## src/rtl/axi4lite_rd_arbiter.sv

```systemverilog
`default_nettype none
// ============================================================================
// Module      : axi4lite_rd_arbiter
// Description : Shares one AXI4-Lite slave read port (AR/R) between an
//               instruction-fetch master (M0) and a load master (M1).
//               Round-robin grant per transaction, one read outstanding.
//               R channel is a zero-latency combinational passthrough.
// Revision    : 1.0 - initial release
// ============================================================================
module axi4lite_rd_arbiter #(
  parameter int ADDR_WIDTH = 32,
  parameter int DATA_WIDTH = 64,
  parameter int RESP_WIDTH = 2
) (
  input  logic                  iClock,
  input  logic                  iReset,
  // M0 : instruction fetch
  input  logic                  pM0_ar_valid,
  input  logic [ADDR_WIDTH-1:0] pM0_ar_bits_addr,
  output logic                  pM0_ar_ready,
  input  logic                  pM0_r_ready,
  output logic                  pM0_r_valid,
  output logic [DATA_WIDTH-1:0] pM0_r_bits_data,
  output logic [RESP_WIDTH-1:0] pM0_r_bits_resp,
  // M1 : load
  input  logic                  pM1_ar_valid,
  input  logic [ADDR_WIDTH-1:0] pM1_ar_bits_addr,
  output logic                  pM1_ar_ready,
  input  logic                  pM1_r_ready,
  output logic                  pM1_r_valid,
  output logic [DATA_WIDTH-1:0] pM1_r_bits_data,
  output logic [RESP_WIDTH-1:0] pM1_r_bits_resp,
  // Shared slave port
  output logic                  pS_ar_valid,
  output logic [ADDR_WIDTH-1:0] pS_ar_bits_addr,
  input  logic                  pS_ar_ready,
  input  logic                  pS_r_valid,
  input  logic [DATA_WIDTH-1:0] pS_r_bits_data,
  input  logic [RESP_WIDTH-1:0] pS_r_bits_resp,
  output logic                  pS_r_ready
);

  typedef enum logic [1:0] {
    IDLE = 2'd0,
    ADDR = 2'd1,
    DATA = 2'd2
  } state_t;

  state_t                r_state;
  state_t                w_state_next;
  logic                  r_grant;   // master owning the current transaction
  logic                  r_last;    // master served most recently
  logic                  r_live;    // first edge after reset release seen
  logic [ADDR_WIDTH-1:0] r_addr;

  logic                  w_win_valid;
  logic                  w_win;
  logic                  w_ar_hs;
  logic                  w_r_hs;
  logic                  w_r_ready;

  // Slave address always comes from the latched request
  assign pS_ar_bits_addr = r_addr;

  // Round-robin winner among the requesting masters; a tie goes to the one not served last
  always_comb begin
    w_win_valid = pM0_ar_valid | pM1_ar_valid;
    w_win       = 1'b0;
    if (pM0_ar_valid && pM1_ar_valid) begin
      w_win = ~r_last;
    end else if (pM1_ar_valid) begin
      w_win = 1'b1;
    end
  end

  // Next-state and all handshake / passthrough outputs
  always_comb begin
    w_state_next    = r_state;
    w_ar_hs         = 1'b0;
    w_r_hs          = 1'b0;
    w_r_ready       = 1'b0;
    pM0_ar_ready    = 1'b0;
    pM1_ar_ready    = 1'b0;
    pM0_r_valid     = 1'b0;
    pM1_r_valid     = 1'b0;
    pM0_r_bits_data = '0;
    pM1_r_bits_data = '0;
    pM0_r_bits_resp = '0;
    pM1_r_bits_resp = '0;
    pS_ar_valid     = 1'b0;
    pS_r_ready      = 1'b0;
    case (r_state)
      IDLE: begin
        if (r_live && w_win_valid) begin
          pM0_ar_ready = ~w_win;
          pM1_ar_ready = w_win;
          w_ar_hs      = 1'b1;
          w_state_next = ADDR;
        end
      end
      ADDR: begin
        pS_ar_valid = 1'b1;
        if (pS_ar_ready) begin
          w_state_next = DATA;
        end
      end
      DATA: begin
        w_r_ready  = r_grant ? pM1_r_ready : pM0_r_ready;
        pS_r_ready = w_r_ready;
        if (r_grant) begin
          pM1_r_valid     = pS_r_valid;
          pM1_r_bits_data = pS_r_bits_data;
          pM1_r_bits_resp = pS_r_bits_resp;
        end else begin
          pM0_r_valid     = pS_r_valid;
          pM0_r_bits_data = pS_r_bits_data;
          pM0_r_bits_resp = pS_r_bits_resp;
        end
        if (pS_r_valid && w_r_ready) begin
          w_r_hs       = 1'b1;
          w_state_next = IDLE;
        end
      end
      default: begin
        w_state_next = IDLE;
      end
    endcase
  end

  // State register
  always_ff @(posedge iClock or negedge iReset) begin
    if (!iReset) begin
      r_state <= IDLE;
    end else begin
      r_state <= w_state_next;
    end
  end

  // Grant, fairness history, latched address and post-reset enable
  always_ff @(posedge iClock or negedge iReset) begin
    if (!iReset) begin
      r_live  <= 1'b0;
      r_grant <= 1'b0;
      r_last  <= 1'b1;
      r_addr  <= '0;
    end else begin
      r_live <= 1'b1;
      if (w_ar_hs) begin
        r_grant <= w_win;
        r_addr  <= w_win ? pM1_ar_bits_addr : pM0_ar_bits_addr;
      end
      if (w_r_hs) begin
        r_last <= r_grant;
      end
    end
  end

endmodule
`default_nettype wire

```

## config.mk

```make
export PLATFORM = sky130hd
export DESIGN_NAME = axi4lite_rd_arbiter
export DESIGN_NICKNAME = d
export VERILOG_FILES = /design/src/rtl/axi4lite_rd_arbiter.sv
export SDC_FILE = /design/constraint.sdc
export NUM_CORES = 1
export LEC_CHECK = 0
export CELL_PAD_IN_SITES_DETAIL_PLACEMENT = 1
export CELL_PAD_IN_SITES_GLOBAL_PLACEMENT = 1
export CORE_MARGIN = 4
export CORE_UTILIZATION = 19
export DETAILED_ROUTE_END_ITERATION = 6
export PLACE_DENSITY = 0.92
export SLEW_MARGIN = 20
export SYNTH_ARGS = -nofsm -noshare
export SYNTH_HDL_FRONTEND = slang
export SYNTH_SLANG_ARGS = --single-unit
```

## constraint.sdc

```tcl
create_clock -name iClock -period 4.2 [get_ports iClock]
set_input_delay 1.05 -clock iClock [delete_from_list [all_inputs] [get_ports iClock]]
set_output_delay 1.05 -clock iClock [all_outputs]
set_load 0.1 [all_outputs]
```

# == Yosys cells after proc, flatten, opt, wreduce, memory -nomap -nowiden ==
# Cells that the tools add are included.
# op_classes
reduce_logical,5
bitwise_logic,3
eq_ne,5
mux,30
# ops
op,count
$mux W64,4
$mux W32,1
$mux W1,17
$mux W2,7
$ne A2 B2 Y1 const B,3
$pmux W2 S3,1
$logic_and A1 B1 Y1,3
$reduce_and A3 Y1,1
$eq A2 B1 Y1 const B,1
$eq A2 B2 Y1 const B,1
$logic_not A2 Y1,1
$not A1 Y1,2
$or A1 B1 Y1,1
# totals
register_bits,37
word_cells,48

# == Logic depth before layout (Yosys ltp) ==
# Gate-level depths: netlist of the first run.
# depth
word_depth,5
ltp_mapped,5

# == Worst setup path before layout of the first run ==
# OpenSTA, ideal clock, no wires.
# synth_timing
path_kind,input port to output port
from,input port pM0_ar_valid
to,output port pM0_ar_ready
stages,3
arrival_ns,3.949
t_required_ns,3.150
slack_ns,-0.799
cell_sequence,clkbuf_1 -> clkbuf_1 -> nor3b_1
# synth_via
elab_chain_cells,5
elab_cells_between_ends,7
cone_classes,3 x mux; 2 x bitwise; 2 x reduce/logical
# synth_lines
item,line_no,source
"start, declared",18,"input logic pM0_ar_valid,"
$logic_and A1 B1 Y1,69,if (pM0_ar_valid && pM1_ar_valid) begin
$mux W1,69,
$not A1 Y1,95,pM0_ar_ready = ~w_win;
$mux W1 (*),94,if (r_live && w_win_valid) begin
$mux W1 (*),92,case (r_state)
"end, declared",20,"output logic pM0_ar_ready,"
# Every way passes the cells marked *; elsewhere a longest branch is shown, timed or not.

# == Worst setup path after layout of the first run ==
# layout_timing
from,input port pM1_ar_valid
to,output port pM0_ar_ready
# layout_via
elab_chain_cells,5
elab_cells_between_ends,8
cone_classes,4 x mux; 2 x bitwise; 2 x reduce/logical
# layout_lines
item,line_no,source
"start, declared",26,"input logic pM1_ar_valid,"
$mux W1 / $logic_and A1 B1 Y1 (equally long branches),"71, 69",
$mux W1,69,
$not A1 Y1,95,
$mux W1 (*),94,
$mux W1 (*),92,
# Marked as above.

==> reports/metrics.csv, run 1 <==
metric;value;unit
outcome;finished clean;
yosys_warnings;0;
syn_nets;458;
r2r_start;r_state[1];
tns;0;ns
reg2reg_to;pS_ar_bits_addr[17];
power.density;836.0;nW/um^2
cts.repair.resized;0;
mostFrequentLayoutCell;clkdlybuf4s50_1;
first_iter_violations;169;
clkTransAtPathRegs;0.06;ns
antenna_found_initial;4;
num_rows;43;
power;4.793;mW
p_leak;2.647;nW
finalCritPeriodShare;0.7903;
synth_area;2693;sq um
mostFrequentLayoutCells;clkdlybuf4s50_1, buf_4, and2_1;
dpl.hpwl;12.16;mm
peakVddDrop;0.2989;mV
overflow;0;
route.detailed.drc;0;
cp_data_arrival_time;2.27;ns
rsz0062_at_grt;no;
io_buffer_count;307;
groute.usage.overall;0.1727;
slew_headroom;0.3150;
dp.cells;781;
min_to;pS_ar_bits_addr[4];
crit_buf_inv;2;
dr.pass1.iters;4;
synth-seq-area-share;0.3443;
worst_ep_required_time;3.15;ns
hold_buffers;0;
drive_above_1_share;0.2627;
grt_pass1_vias;3966;
path_class;in2out;
die_x;127.0;um
worst_slack;0.8807;ns
avgSynthCellArea;8.414;sq um
clock.fmax;301.3;MHz
cts.path.max_buffers;2;
drv_slew;0;
via_count;3573;
grt_max_degree;68;
post-cts-setup-buffer-count;0;
antenna_left;0;
synth-seq-cells;37;
synthCells;320;
hold_viol;0;
root_buffer;clkbuf_16;
drt-total-wl;14.90;mm
nets;746;
area_growth_syn_to_layout;112.9;%
gp_congestion;0.8455;
min_period;3.319;ns
start_util;0.1940;
crit_path_max_fanout;3;
finClkSkew;0.004002;ns
worstSkewPairLatency;0.28;ns
cts_tree;yes;
cts_max_level;2;
r2r_slack;2.11;ns
setup_viol;0;
synth.distinct_cells;22;
critPathCaptureType;primary output;
path_cells;clkdlybuf4s50_1 -> nor2b_2 -> nor3b_2 -> buf_12;
pin_count;308;
worst_pin_slew;1.024;ns
startpoint_type;primary input;
via_per_inst;4.506;
min_path_type;reg2reg;
slowest_delay;0.47;ns
hold_depth;1;
crit_family;buffers and inverters;
core;13880;sq um
design_area;5733;sq um
dp_slack;0.8867;ns
critPathSlowestCell;clkdlybuf4s50_1;
hold_start;pS_ar_bits_addr[4];
wl_per_cell;18.79;um
whs;0.5145;ns
dieArea;16140;sq um
maxCapViolCount;0;
dpl_cell_area;5550;sq um
final-instance-count-excl-fill;793;
rr_worst_depth;5;
numCtsBuffers;5;
dieHeight;127.0;um
clkSinkCount;37;
fin_util;0.4130;
grt_pass1_wl;22.22;mm
[logic make-up after synthesis]
kind of cell | Yosys count | synth area share
other cells | 1 | 0.001393
buf+inv | 35 | 0.06831
flops | 37 | 0.3443
simple gates | 208 | 0.4377
compound gates | 37 | 0.1403
mux | 2 | 0.007899
[metal layers]
metal | up-vias | share of wire | global-route usage | wire [um]
li1 | 1656 | - | - | -
met1 | 1727 | 0.37 | 0.1917 | 5499
met2 | 175 | 0.54 | 0.3232 | 8052
met3 | 15 | 0.071 | 0.03428 | 1051
met4 | 0 | 0.020 | 0.06562 | 294
met5 | - | 0 | 0 | 0
[state kept, by name (all words and copies together) (netlist names)]
signal           cells
r_state              2
r_live               1
pS_ar_bits_addr     32
r_grant              1
r_last               1
[worst max path at each step]
stage                     cells past startpoint      endpoint    startpoint
after global placement                        4  pM0_ar_ready  pM1_ar_valid
final                                         4  pM0_ar_ready  pM1_ar_valid
after CTS                                     4  pM0_ar_ready  pM1_ar_valid
after detailed placement                      4  pM0_ar_ready  pM1_ar_valid
after floorplan                               3  pM0_ar_ready  pM0_ar_valid
after global routing                          4  pM0_ar_ready  pM1_ar_valid
[power breakdown]
| part | switching [mW] | internal, mW | leakage [nW] |
|---|---|---|---|
| Clock | 0.142 | 0.297 | 0.0841 |
| Combinational | 2.89 | 0.836 | 2.11 |
| Sequential | 0.106 | 0.525 | 0.456 |
| Total | 3.14 | 1.66 | 2.65 |
[cell type report]
class / count / area, sq um
multi-input combinational: 248 / 1594
tap: 180 / 225.2
clock inverter: 1 / 30.03
fill: 1626 / 8148
clock buffer: 7 / 142.6
antenna: 4 / 10.01
sequential: 37 / 927.1
timing repair buffer: 313 / 2793
inverter: 3 / 11.26
[worst register-to-register path, delay by kind of cell (launching register included)]
| family | cells | cell delay [ns] |
|---|---|---|
| buffers and inverters | 2 | 0.67 |
| flip-flops | 1 | 0.39 |
| AO/OA/AOI/OAI | 2 | 0.59 |
| AND/OR/NAND/NOR | 1 | 0.37 |
[synth_stat cells]
library cell	n	area share
and2_1	134	0.31
nand2_1	32	0.045
clkbuf_1	25	0.035
nand2b_1	2	0.0046
dfrtp_1	36	0.33
nor3_1	32	0.059
a211oi_4	1	0.0074
o2bb2ai_1	1	0.0033
or3b_1	1	0.0033
nor2b_1	2	0.0046
a21oi_1	1	0.0019
dfstp_2	1	0.0098
mux2i_1	1	0.0037
nor3b_1	2	0.0056
mux2_2	1	0.0042
a221o_1	32	0.12
nor2_1	3	0.0042
buf_6	7	0.029
o21bai_4	1	0.0070
o21ai_0	1	0.0019
conb_1	1	0.0014
inv_1	3	0.0042
No activity file was read; power rests on OpenSTA's default activity.
==> run 2: changes to the inputs <==
Settings changed: CORE_UTILIZATION 19 to 17, PLACE_DENSITY 0.92 to 0.84.
Clock period 4.2 ns to 3.3 ns, I/O delays scaled along.
==> run 2 against run 1 <==
  * Combinational power grew 44%
  * Total power is 38% higher
  * Core utilization is 6.5 points higher
  * Clock power up 4.6%
  * Die area increased by 11%
  * Wire length up 12%
  * First-iteration DRC count fell by 44%
  * Critical path depth increased by 1
  * Hold slack improved by 0.0019 ns
  * Sequential share of layout area decreased by 3.6 points
  * Flip-flop and latch count did not move
  * Cell count rose by 3.4%
  * Largest power group unchanged
==> reports/metrics.csv, run 2 (synthesized netlist as in run 1, its figures left out) <==
metric;value;unit
numCtsBuffers;5;
crit_family;buffers and inverters;
p_leak;3.056;nW
crit_path_max_fanout;67;
hold_buffers;0;
io_buffer_count;307;
antenna_found_initial;0;
cts.path.max_buffers;2;
worstSkewPairLatency;0.28;ns
cp_data_arrival_time;1.99;ns
largest_reg_flops;32;
critPathCaptureType;primary output;
crit_buf_inv;2;
setup_viol;0;
mostFrequentLayoutCells;buf_12, clkdlybuf4s50_1, and2_1;
whs;0.5164;ns
drive_above_1_share;0.3153;
route.met2.wl;9.774;mm
diodes;0;
root_buffer;clkbuf_16;
path_cells;nand2b_1 -> nor2_2 -> buf_4 -> and2_1 -> buf_12;
hold_depth;1;
worst_slack;0.4863;ns
power.density;901.5;nW/um^2
core;15370;sq um
tns;0;ns
cp_num_cells;5;
mostFrequentLayoutCell;buf_12;
route.detailed.drc;0;
finalCritPeriodShare;0.8527;
fin_util;0.4781;
dpl.hpwl;14.15;mm
min_path_type;reg2reg;
die_x;133.9;um
wl_per_cell;20.43;um
clock.fmax;355.4;MHz
grt_pass1_wl;24.44;mm
dieHeight;133.9;um
dp.cells;813;
area_growth_syn_to_layout;173.0;%
min_period;2.814;ns
critPathSlowestCell;buf_4;
drv_slew;0;
rsz0062_at_grt;no;
dp_slack;0.4884;ns
hold_viol;0;
power;6.626;mW
overflow;0;
clkTransAtPathRegs;0.06;ns
final-instance-count-excl-fill;820;
path_class;reg2out;
cts.repair.resized;0;
via_per_inst;4.301;
dieArea;17920;sq um
grt_pass1_vias;3883;
antenna_left;0;
clkSinkCount;37;
finClkSkew;0.004677;ns
start_util;0.1752;
drt-total-wl;16.76;mm
num_rows;45;
wl_met1;5.659;mm
cts_tree;yes;
first_iter_violations;94;
worst_ep_required_time;2.47;ns
slowest_delay;0.45;ns
grt_max_degree;68;
groute.usage.overall;0.1778;
pin_count;308;
dr_wl_met3;885;um
slew_headroom;0.4419;
nets;747;
via_count;3527;
peakVddDrop;0.7676;mV
dr.pass1.iters;4;
design_area;7350;sq um
gp_congestion;0.8594;
dpl_cell_area;7212;sq um
startpoint_type;register;
outcome;finished clean;
worst_pin_slew;0.8372;ns
maxCapViolCount;0;
post-cts-setup-buffer-count;0;
cts_max_level;2;
highest_layer;met4;
rr_worst_depth;5;
==> run 2: changes by cell type in the layout (fill, tap and decap cells not counted) <==
cell,previous run,this run
buf_12,2,137
buf_4,142,40
clkdlybuf4s50_1,168,136
diode_2,4,0
bufinv_16,1,0
clkbuf_8,1,0
clkinv_4,0,1
nor3b_2,1,0
nor3b_4,0,1
==> run 2: final timing paths <==
check                      slack [ns]                   to           startpoint
max reg2reg                      0.96  pS_ar_bits_addr[16]           r_state[1]
min                              0.52  pS_ar_bits_addr[19]  pS_ar_bits_addr[19]
min in group asynchronous        0.65   pS_ar_bits_addr[9]               iReset
max                              0.49   pM1_r_bits_data[4]           r_state[0]
max in group asynchronous        2.11           r_state[1]               iReset
min reg2reg                      0.52  pS_ar_bits_addr[19]  pS_ar_bits_addr[19]
==> run 2: layer usage <==
layer | vias up | GRT usage
li1 | 1645 | -
met1 | 1718 | 0.1804
met2 | 142 | 0.3596
met3 | 22 | 0.03526
met4 | 0 | 0.05543
met5 | - | 0
==> run 2: layout make-up <==
type | instances | area [sq um]
Clock buffer | 6 | 128.9
Clock inverter | 1 | 8.758
Fill cell | 1661 | 8021
Inverter | 3 | 11.26
Multi-Input combinational cell | 248 | 1600
Sequential cell | 37 | 927.1
Tap cell | 211 | 264.0
Timing Repair Buffer | 314 | 4409
==> run 2: power by group <==
part	internal, mW	total [mW]	switching, mW
Clock	0.277	0.458	0.181
Sequential	0.669	0.824	0.155
Combinational	1.54	5.34	3.81
==> run 3: changes to the inputs <==
--- a/constraint.sdc
+++ b/constraint.sdc
@@ -3,2 +3,2 @@
 set_output_delay 0.825 -clock iClock [all_outputs]
-set_load 0.1 [all_outputs]
+set_load 0.01 [all_outputs]
==> run 3 against run 2 <==
  * Clock power is 3% higher
  * Fmax is 10% lower
  * Hold slack better by 0.0035 ns
  * Wire length is 5.8% lower
  * First-iteration DRC count is 18% lower
  * Setup slack worse by 0.31 ns
  * Sequential share of layout area is 2.5 points higher
  * Global-route usage is 1.0 points lower
  * Flip-flop and latch count stayed put
  * Die area stayed put
  * Critical endpoint is now pM0_ar_ready
==> reports/metrics.csv, run 3 (synthesized netlist as in run 1, its figures left out) <==
metric;value;unit
hold_buffers;0;
root_buffer;clkbuf_16;
gp_congestion;0.8523;
hold_viol;0;
overflow;0;
wl_per_cell;19.10;um
critPathSlowestCell;clkdlybuf4s50_1;
pin_count;308;
cts.repair.resized;0;
route.detailed.drc;0;
cp_data_arrival_time;2.30;ns
dieHeight;133.9;um
tns;0;ns
power;3.335;mW
grt_pass1_wl;23.74;mm
fill_cells;1763;
cts_tree;yes;
core;15370;sq um
maxCapViolCount;0;
peakVddDrop;0.2477;mV
crit_path_max_fanout;2;
numCtsBuffers;5;
path_cells;clkdlybuf4s50_1 -> nor2b_2 -> nor3b_1 -> clkdlybuf4s50_1;
nets;750;
drv_slew;0;
crit_buf_inv;2;
worstSkewPairLatency;0.28;ns
slew_headroom;0.4417;
startpoint_type;primary input;
path_class;in2out;
rsz0062_at_grt;no;
num_rows;45;
p_leak;2.379;nW
first_iter_violations;77;
cts_max_level;2;
die_x;133.9;um
groute.usage.overall;0.1674;
final-instance-count-excl-fill;826;
mostFrequentLayoutCells;clkdlybuf4s50_1, and2_1, dfrtp_1;
start_util;0.1752;
drt-total-wl;15.78;mm
power.density;544.8;nW/um^2
cts.path.max_buffers;2;
worst_pin_slew;0.8375;ns
clock.fmax;319.7;MHz
antenna_found_initial;1;
critPathCaptureType;primary output;
io_buffer_count;307;
drive_above_1_share;0.04241;
post-cts-setup-buffer-count;0;
finalCritPeriodShare;0.9480;
min_period;3.128;ns
slowest_delay;0.63;ns
clkSinkCount;37;
dr.pass1.iters;4;
dp.cells;816;
dpl.hpwl;12.93;mm
crit_family;buffers and inverters;
via_count;3580;
antenna_left;0;
mostFrequentLayoutCell;clkdlybuf4s50_1;
dieArea;17920;sq um
largest_reg_flops;32;
clkTransAtPathRegs;0.06;ns
crit_top_cell;clkdlybuf4s50_1;
grt_max_degree;68;
grt_pass1_vias;3995;
setup_viol;0;
area_growth_syn_to_layout;127.3;%
min_path_type;reg2reg;
via_per_inst;4.334;
outcome;finished clean;
worst_ep_required_time;2.47;ns
finClkSkew;0.005513;ns
-- run 3: power by group --
group	internal (mW)	total, mW	switching, mW
Combinational	1.17	2.05	0.880
Sequential	0.668	0.810	0.142
Clock	0.281	0.473	0.192
-- run 3: area by class of cell --
cell class | count | area, sq um | share of cell area
Timing Repair Buffer | 317 | 3168 | 0.5176
Clock inverter | 3 | 21.27 | 0.003475
Tap cell | 211 | 264.0 | 0.04313
Antenna cell | 2 | 5.005 | 0.0008177
Sequential cell | 37 | 927.1 | 0.1515
Inverter | 3 | 11.26 | 0.001840
Clock buffer | 5 | 125.1 | 0.02044
Multi-Input combinational cell | 248 | 1599 | 0.2612
-- run 3: final timing paths --
check / start / to / slack, ns / cells past startpoint
setup / recovery: pM1_ar_valid / pM0_ar_ready / 0.17 / 4
hold / removal: pS_ar_bits_addr[28] / pS_ar_bits_addr[28] / 0.52 / 1
setup reg to reg: r_state[1] / pS_ar_bits_addr[25] / 1.26 / 5
hold reg to reg: pS_ar_bits_addr[28] / pS_ar_bits_addr[28] / 0.52 / 1
max in group asynchronous: iReset / pS_ar_bits_addr[29] / 2.13 / 1
min in group asynchronous: iReset / pS_ar_bits_addr[20] / 0.64 / 1
-- run 3: stage by stage --
step	worst slack [ns]	utilization	hold slack (ns)	instance area, sq um
after detailed placement	0.1262	0.3884	0.4973	5969
final	0.1716	0.3982	0.5199	6121
after global placement	0.1562	0.3884	0.4971	5969
after CTS	0.1105	0.3979	0.5217	6116
after global routing	0.05500	0.3980	0.5260	6118
after floorplan	0.6424	-	0.5294	2693
-- run 3: per-layer routing --
| layer | GRT usage | part of all wire | vias to the layer above |
|---|---|---|---|
| li1 | - | - | 1661 |
| met1 | 0.1823 | 0.36 | 1723 |
| met2 | 0.3144 | 0.54 | 176 |
| met3 | 0.04764 | 0.075 | 20 |
| met4 | 0.04800 | 0.020 | 0 |
| met5 | 0 | 0 | - |
==> edit (config.mk and constraints of run 3) <==
The 3 states of `state_t` get a one-hot encoding in 3 bits.
--- a/src/rtl/axi4lite_rd_arbiter.sv
+++ b/src/rtl/axi4lite_rd_arbiter.sv
@@ -42,6 +42,6 @@
 
-  typedef enum logic [1:0] {
-    IDLE = 2'd0,
-    ADDR = 2'd1,
-    DATA = 2'd2
+  typedef enum logic [2:0] {
+    IDLE = 3'b001,
+    ADDR = 3'b010,
+    DATA = 3'b100
   } state_t;
Check against the original RTL: same outputs for any inputs over 10 cycles, from zero or initial values and one cycle with iReset low; not proved beyond that.
==> edit against run 3 <==
Routed wire length up 0.89%. Design area is 3.4% higher. Area after synthesis rose by 9.6%. Sequential cell count is 1 higher. Count of clock-buffer cells in the layout unchanged. Total power fell by 8.0%. Worst setup slack worse by 0.0084 ns.
==> edit: results (changes against run 3) <==
Synthesis
  • Commonest cells in the synthesized netlist: and3_1 (132), dfrtp_1 (36), o32ai_1 (32)
  • Top cells by area, synth: dfrtp_1 (31%), and3_1 (28%), a2bb2oi_2 (14%), o32ai_1 (9.5%), clkbuf_1 (3.4%)
  • Synth cell types: 31 (+41%)
  • Net Count, Synth: 446 (-2.6%)
  • Flops & latches, synth: 38 (+2.7%)

Layout
  • Count of multi-input gates: 220 (-11%)
  • Non-clock buffers: 316 (-0.32%)
  • # fillers: 1877 (+6.5%)
  • Invs w/o clock: 4 (+1)
  • Share of layout cells above drive strength 1: 0.0922 (+0.0497)
  • Sequential cell area share: 0.151 (-0.000849)
  • Non-clock buffer share: 0.497 (-0.0202)

Status
  • Run status: finished clean

Global routing
  • Pin count of the biggest net entering global routing: 114 (+68%)
  • Vias in the first global route: 4140 (+3.6%)
  • First-pass GRT wire length: 24300 um (+2.2%)
  • Total GRT Usage: 0.153 (-0.0141)
  • Initial antenna violation count: 0 (-1)

Worst setup path
  • Slowest stage delay, CP: 0.57 ns (-0.06 ns)

Pwr
  • Lkg Pwr: 2.74 nW (+15%)

Placement
  • Placer congestion estimate: 0.892 (+4.7%)
  • Dpl hpwl: 12900 um (-0.32%)

Route
  • Wirelength, routed: 15900 um (+0.89%)
  • Vias per inst: 4.67 (+7.7%)
  • DRT iter0 DRCs: 121 (+57%)
-- edit: layer usage --
metal,global-route usage,share of wire,wire length [um],vias up
met3,0.0346,0.070,1110,23
met4,0.0362,0.019,310,0
met1,0.173,0.38,6070,1797
met2,0.290,0.53,8420,196
li1,-,-,-,1748
met5,0,0,0,-
-- edit: stage by stage --
step           instances  power, mW  hold WS [ns]  cell area (um2)  setup WS [ns]
2_1_floorplan        308       1.66         0.483             2950          0.968
5_1_grt              806       3.26         0.557             6330         0.0501
6_report             806       3.07         0.520             6330          0.163
4_1_cts              806       3.10         0.526             6330          0.128
3_5_place_dp         798       2.45         0.513             6140          0.134
3_3_place_gp         798       2.38         0.506             6140          0.153
-- edit: cell families after synthesis --
family	synth area share
compound gates	0.272
other cells	0.00127
mux	0.00678
buf+inv	0.0882
flops	0.323
simple gates	0.309
-- edit: worst paths after layout --
kind	startpoint	to	slack (ns)	cells past startpoint
setup / recovery	pM1_ar_valid	pM1_ar_ready	0.16	4
hold / removal	pS_ar_bits_addr[17]	pS_ar_bits_addr[17]	0.52	1
setup reg to reg	r_state[0]	pS_ar_bits_addr[0]	1.47	4
hold reg to reg	pS_ar_bits_addr[17]	pS_ar_bits_addr[17]	0.52	1
max in group asynchronous	iReset	r_state[2]	2.11	1
min in group asynchronous	iReset	pS_ar_bits_addr[18]	0.66	1
-- edit: critical path, delay by kind of cell --
kind	cells	cell delay (ns)
and+or+nand+nor	1	0.10
AOI/OAI and AO/OA	1	0.27
buffers and inverters	2	1.11
-- edit: report_power, final --
part | total, mW | leakage [nW] | switching, mW | internal, mW
registers | 0.853 | 0.415 | 0.169 | 0.684
clock network | 0.627 | 0.0940 | 0.193 | 0.434
logic | 1.59 | 2.23 | 0.704 | 0.882
